`config.mk`:
```
export PLATFORM = sky130hd
export DESIGN_NAME = viterbi_frame_ctrl
export DESIGN_NICKNAME = d
export VERILOG_FILES = /design/src/rtl/viterbi_frame_ctrl.sv
export SDC_FILE = /design/constraint.sdc
export NUM_CORES = 1
export LEC_CHECK = 0
export BUFFER_PORTS_ARGS = -buffer_cell sky130_fd_sc_hd__clkbuf_2
export CAP_MARGIN = 40
export CORE_ASPECT_RATIO = 0.5
export CORE_MARGIN = 2
export CORE_UTILIZATION = 38
export CTS_CLUSTER_DIAMETER = 150
export DETAILED_ROUTE_END_ITERATION = 16
export GPL_ROUTABILITY_DRIVEN = 0
export GPL_TIMING_DRIVEN = 0
export PLACE_DENSITY = 0.62
export SYNTH_ARGS = -nofsm -noshare
export SYNTH_HDL_FRONTEND = slang
export SYNTH_SLANG_ARGS = --single-unit
```
`constraint.sdc`:
```
create_clock -name clk -period 1.5 [get_ports clk]
set_input_delay 0.075 -clock clk [delete_from_list [all_inputs] [get_ports clk]]
set_output_delay 0.075 -clock clk [all_outputs]
set_load 0.005 [all_outputs]
```
`src/rtl/viterbi_frame_ctrl.sv`:
```
// viterbi_frame_ctrl
// Frame-level sequencer for a 4-state (K=3) hard-decision Viterbi decoder.
// It accepts FRAME_LEN received symbol pairs and strobes the path-metric store
// and the survivor memory once for each accepted pair. It then picks the
// minimum-metric end state and traces back through the survivor memory.
// Finally it streams the decoded bits out oldest-first and re-initialises the
// path metrics for the next frame.
//
// Ports
//   clk, rst_n              clock; asynchronous active-low reset
//   in_valid/in_ready       symbol-pair handshake (ready only while filling)
//   in_sym                  received code pair
//   bmu_sym                 registered copy of the last accepted in_sym
//   pm_init                 one-cycle pulse: path metrics load {0,15,15,15}
//   pmsm_we                 path-metric store write enable
//   pm00..pm11              stored path metrics
//   surv_we, surv_waddr     survivor write strobe and address
//   surv_raddr, surv_rdata  survivor read port (combinational); bit i = state i
//   out_valid/out_ready     decoded-bit handshake
//   out_bit, out_last       decoded bit; out_last marks the final bit of a frame
module viterbi_frame_ctrl #(
  parameter int FRAME_LEN = 8,
  parameter int ADDR_W    = 3
) (
  input  logic              clk,
  input  logic              rst_n,
  input  logic              in_valid,
  output logic              in_ready,
  input  logic [1:0]        in_sym,
  output logic [1:0]        bmu_sym,
  output logic              pm_init,
  output logic              pmsm_we,
  input  logic [3:0]        pm00,
  input  logic [3:0]        pm01,
  input  logic [3:0]        pm10,
  input  logic [3:0]        pm11,
  output logic              surv_we,
  output logic [ADDR_W-1:0] surv_waddr,
  output logic [ADDR_W-1:0] surv_raddr,
  input  logic [3:0]        surv_rdata,
  output logic              out_valid,
  input  logic              out_ready,
  output logic              out_bit,
  output logic              out_last
);

  typedef enum logic [2:0] {IDLE, INIT, FILL, SEL, TB, OUT} state_t;

  localparam logic [ADDR_W-1:0] LAST_ADDR = ADDR_W'(FRAME_LEN - 1);

  state_t                state_q, state_d;
  logic [ADDR_W-1:0]     sym_cnt;
  logic [ADDR_W-1:0]     tb_addr;
  logic [ADDR_W-1:0]     out_idx;
  logic [1:0]            tb_state;
  logic [FRAME_LEN-1:0]  dec_buf;
  logic                  accept;
  logic [1:0]            min_idx;
  logic [3:0]            min_pm;

  // NOTE: sequential state uses non-blocking assignments so every register
  // samples the pre-edge values of the others, independent of block order.
  always_ff @(posedge clk or negedge rst_n) begin
    if (!rst_n) state_q <= IDLE;
    else        state_q <= state_d;
  end

  // NOTE: every signal driven here gets a default first; a missing branch
  // would otherwise infer a latch.
  always_comb begin
    state_d   = state_q;
    in_ready  = 1'b0;
    pm_init   = 1'b0;
    accept    = 1'b0;
    out_valid = 1'b0;
    case (state_q)
      IDLE: state_d = INIT;
      INIT: begin
        pm_init = 1'b1;
        state_d = FILL;
      end
      FILL: begin
        in_ready = 1'b1;
        accept   = in_valid;
        if (in_valid && sym_cnt == LAST_ADDR) state_d = SEL;
      end
      SEL:  state_d = TB;
      TB:   if (tb_addr == '0) state_d = OUT;
      OUT: begin
        out_valid = 1'b1;
        if (out_ready && out_idx == LAST_ADDR) state_d = INIT;
      end
      default: state_d = IDLE;
    endcase
  end

  // Minimum-metric end state; strict '<' keeps the lowest index on ties.
  always_comb begin
    min_idx = 2'd0;
    min_pm  = pm00;
    if (pm01 < min_pm) begin min_idx = 2'd1; min_pm = pm01; end
    if (pm10 < min_pm) begin min_idx = 2'd2; min_pm = pm10; end
    if (pm11 < min_pm) begin min_idx = 2'd3; min_pm = pm11; end
  end

  // NOTE: the decoded-bit buffer is a few flops, not a RAM, so it is reset
  // with the rest of the datapath and a reset mid-frame leaves no stale bits.
  always_ff @(posedge clk or negedge rst_n) begin
    if (!rst_n) begin
      sym_cnt  <= '0;
      tb_addr  <= '0;
      out_idx  <= '0;
      tb_state <= 2'd0;
      dec_buf  <= '0;
      bmu_sym  <= 2'd0;
    end else begin
      case (state_q)
        INIT: sym_cnt <= '0;
        FILL: if (accept) begin
          sym_cnt <= sym_cnt + 1'b1;
          bmu_sym <= in_sym;
        end
        SEL: begin
          tb_state <= min_idx;
          tb_addr  <= LAST_ADDR;
        end
        TB: begin
          // The state MSB is the input bit that led into it; the decision
          // bit names the predecessor's shifted-out bit.
          dec_buf[tb_addr] <= tb_state[1];
          tb_state         <= {tb_state[0], surv_rdata[tb_state]};
          if (tb_addr != '0) tb_addr <= tb_addr - 1'b1;
          else               out_idx <= '0;
        end
        OUT: if (out_ready) out_idx <= out_idx + 1'b1;
        default: ;
      endcase
    end
  end

  assign pmsm_we    = accept;
  assign surv_we    = accept;
  assign surv_waddr = sym_cnt;
  assign surv_raddr = tb_addr;
  assign out_bit    = out_valid & dec_buf[out_idx];
  assign out_last   = out_valid & (out_idx == LAST_ADDR);

endmodule

```
==> impl_summary.log <==
INFO  metric yosys_warnings = 0
INFO  metric fmax = 334.6 MHz
INFO  metric routed_wl = 3895 microns
INFO  metric first_global_vias = 1471
INFO  metric worst_slew_pin_slew = 591.2 ps
INFO  metric cts_tree = done
INFO  metric grt_util_all_layers = 16.68%
INFO  metric vias = 1498
INFO  metric syn_area_per_cell = 9.794 sq um
INFO  metric timing.final.crit_period = 2988 ps
INFO  metric netlist.area_leader.share = 36.50%
INFO  metric grt.overflow.total = 0
INFO  metric n_antenna_cell = 0
INFO  metric routed_via_density = 5.183
INFO  metric hold_ws = 20.22 ps
INFO  metric drive_above_1_share = 47.23%
INFO  metric seq_cell_area = 603.1 sq um
INFO  metric clkTransAtPathRegs = 80 ps
INFO  metric detailedRoute.firstPassIterationCount = 4
INFO  metric synth_top_flop_cell = dfrtp_1
INFO  metric synthArstFlopShare = 100.0%
INFO  metric hold_path_class = input port to flop
INFO  metric relSlewSlack = 60.59%
INFO  metric grt_max_degree = 25
INFO  metric post-dp-hpwl = 2770 microns
INFO  metric cts.sink_count = 24
INFO  metric grt_first_pass_wirelength = 6679 microns
INFO  metric multi_input_logic_area = 0.001132 sq mm
INFO  metric clockBufferDepth = 2
INFO  metric antenna_violations_before_repair = 0
INFO  metric worstSetupPathType = input port to flop
INFO  metric failed_checks = setup timing
INFO  metric drt_iter0_drc = 78
INFO  metric peakVddDrop = 0.0004841 V
INFO  metric outcome = finished with violations
INFO  metric finalSetupViolCount = 6
INFO  metric ctsRootBufferMaster = clkbuf_8
INFO  metric netSwitchingFraction = 37.39%
INFO  metric floorplan.initialDensity = 40.89%
INFO  metric cts_buffers = 3
INFO  metric worst_clock_skew = 4.606 ps
INFO  metric design.die.area = 0.004904 sq mm
INFO  metric endpoint_kind = flop
INFO  metric intPower = 2.048 mW
INFO  metric numPlacedInstances = 262
INFO  metric power.share.clock = 11.3%
INFO  metric netlist_area = 0.001645 sq mm
INFO  metric cts_htree_levels = 1
INFO  metric syn_to_final_growth = 42.36%
INFO  metric crit_fanout = 5
INFO  metric rsz0062_at_grt = true
INFO  metric syn_nets = 211
INFO  metric ios = 41
INFO  metric number_of_rows_in_the_core_area = 16
INFO  metric hold_violation_total_from_the_final_report = 0
INFO  metric leakage = 1.162 nW
INFO  metric drc = 0
INFO  metric numPortBuffers = 40
INFO  metric wire_per_inst = 13.48 microns
INFO  metric die-width = 97.06 microns
INFO  metric yosysUniqueCellTypes = 46
INFO  metric synth-edff-count = 0
INFO  metric p_seq_share = 36.1%
INFO  metric required_time_of_the_worst_setup_path = 1690 ps
INFO  metric synthesis.instances = 168
INFO  metric library_cell_with_the_largest_summed_area_after_synthesis = dfrtp_1
INFO  metric switching_power = 1.223 mW
INFO  metric layout.cells.non_filler = 289
INFO  metric coreArea = 0.004024 sq mm
INFO  metric yosys-top-cells-area = dfrtp_1 37%, ha_1 13%, nand2_1 4.8%
INFO  metric clk-insertion-delay-late = 260 ps
INFO  metric ys_seq_elements = 24
INFO  metric share_of_the_cycle_needed_by_the_critical_path_after_routing = 199.2%
INFO  metric die-height = 50.53 microns
INFO  metric post_synth_most_frequent_cells = 24 x dfrtp_1, 21 x nand2_1, 17 x ha_1
INFO  metric cap_viol_max_count = 0
INFO  metric finalNetCount = 280
INFO  metric seq_total_area_yosys = 36.50%
INFO  metric layout.filler_cells = 350
INFO  metric combinationalPowerShare = 52.6%
INFO  metric postRouteAntennaNets = 0
INFO  metric critical_path.startpoint_type = input port
INFO  metric crit_arrival = 3170 ps
INFO  metric power-per-cell-area = 1396 mW/mm^2
INFO  metric synth.most_common_cell = dfrtp_1
INFO  metric final_critical_path_setup_slack = -1488 ps
INFO  metric final-max-slew-violation-count = 0
INFO  metric final_total_power = 3.271 mW
==> worst paths after layout <==
path,from,to,slack [ps],depth (start not counted)
worst max-delay path,pm01[2],tb_state[1]$_DFFE_PN0P_,-1490,16
worst min-delay path,in_sym[1],bmu_sym[1]$_DFFE_PN0P_,20,3
worst max register to register,surv_raddr[0]$_DFFE_PN0P_,out_idx[0]$_DFFE_PN0P_,-40,4
worst min register to register,dec_buf[1]$_DFFE_PN0P_,dec_buf[1]$_DFFE_PN0P_,490,1
max in group asynchronous,rst_n,out_idx[0]$_DFFE_PN0P_,720,2
min in group asynchronous,rst_n,surv_raddr[0]$_DFFE_PN0P_,360,2
==> registers in the layout, summed over array words and instances (netlist names) <==
signal      cells
dec_buf         8
out_idx         3
state_q         3
surv_raddr      3
surv_waddr      3
bmu_sym         2
tb_state        2
==> cells in the final DEF, fill, tap and decap left out, drive strengths merged, types with 2 or more instances in the layout <==
cell type  netlist  layout
ha              17      17
nor4             3       3
mux2i            4       4
o21ai            6       6
buf              3      30
a21oi            7       7
mux4             3       3
a211oi           2       2
nand3b           2       2
inv             11      11
and3             2       2
a21o             3       3
a22o             2       2
mux2            10      10
clkbuf           2      41
nand2           21      21
nand2b           3       3
nor2            11      11
dfrtp           24      24
nor3             5       5
nand3            7       7
nor2b            3       3
==> layer usage <==
layer  GRT usage [%]  share of wire [%]
met5               0                  0
met2           29.98                 50
met4           3.521               0.69
met3           3.064                4.1
met1           21.42                 45
==> cells by family after synthesis <==
| family | Yosys count | synth area share [%] |
|---|---|---|
| multiplexers | 17 | 13.38 |
| buffers and inverters | 16 | 3.954 |
| flip-flops | 24 | 36.50 |
| adder cells (fa/ha/maj) | 17 | 12.93 |
| AND/OR/NAND/NOR | 63 | 19.62 |
| AO/OA/AOI/OAI | 31 | 13.61 |
==> worst max-delay path, stage by stage <==
cell and delay [ps]:
buf_8 100, ha_4 240, a21o_1 190, a211oi_4 340, mux2i_2 290, ha_2 230, nor2_1 50, a21oi_2 150
a21boi_4 250, nor2_1 70, a21o_1 160, ha_1 270, o211ai_1 250, o31ai_1 110, a32o_2 240, a32oi_1 150
==> repair_timing <==
action | CTS | global route
pin swaps | 7 | 8
hold buffers | 1 | 0
gates resized for setup | 19 | 17
setup endpoints to repair | 19 | 20
buffers inserted | 13 | 12
hold endpoints to repair | 24 | 0
==> area by class of cell <==
type | instances | area share (%)
Inverter | 11 | 1.976
Buffer | 3 | 1.282
Clock buffer | 3 | 1.763
Sequential cell | 24 | 25.75
Tap cell | 54 | 2.885
Timing Repair Buffer | 66 | 18.00
Multi-Input combinational cell | 128 | 48.34
==> power groups by stage <==
stage	Combinational [mW]	Clock [mW]	Sequential [mW]
after floorplan	0.914	0	1.11
after global placement	1.24	0	1.15
after detailed placement	1.28	0	1.16
after CTS	1.51	0.388	1.18
after global routing	1.92	0.414	1.24
final	1.72	0.370	1.18
==> through the flow <==
step | cell area [sq um] | util [%] | setup WS, ps | setup TNS, ps
2_1_floorplan | 1704 | - | -1386 | -2751
3_3_place_gp | 1972 | 49.00 | -1916 | -4701
3_5_place_dp | 1972 | 49.00 | -1892 | -4683
4_1_cts | 2193 | 54.51 | -1506 | -3077
5_1_grt | 2342 | 58.21 | -1639 | -4262
6_report | 2342 | 58.21 | -1488 | -3075
No activity file was read; power rests on OpenSTA's default activity.
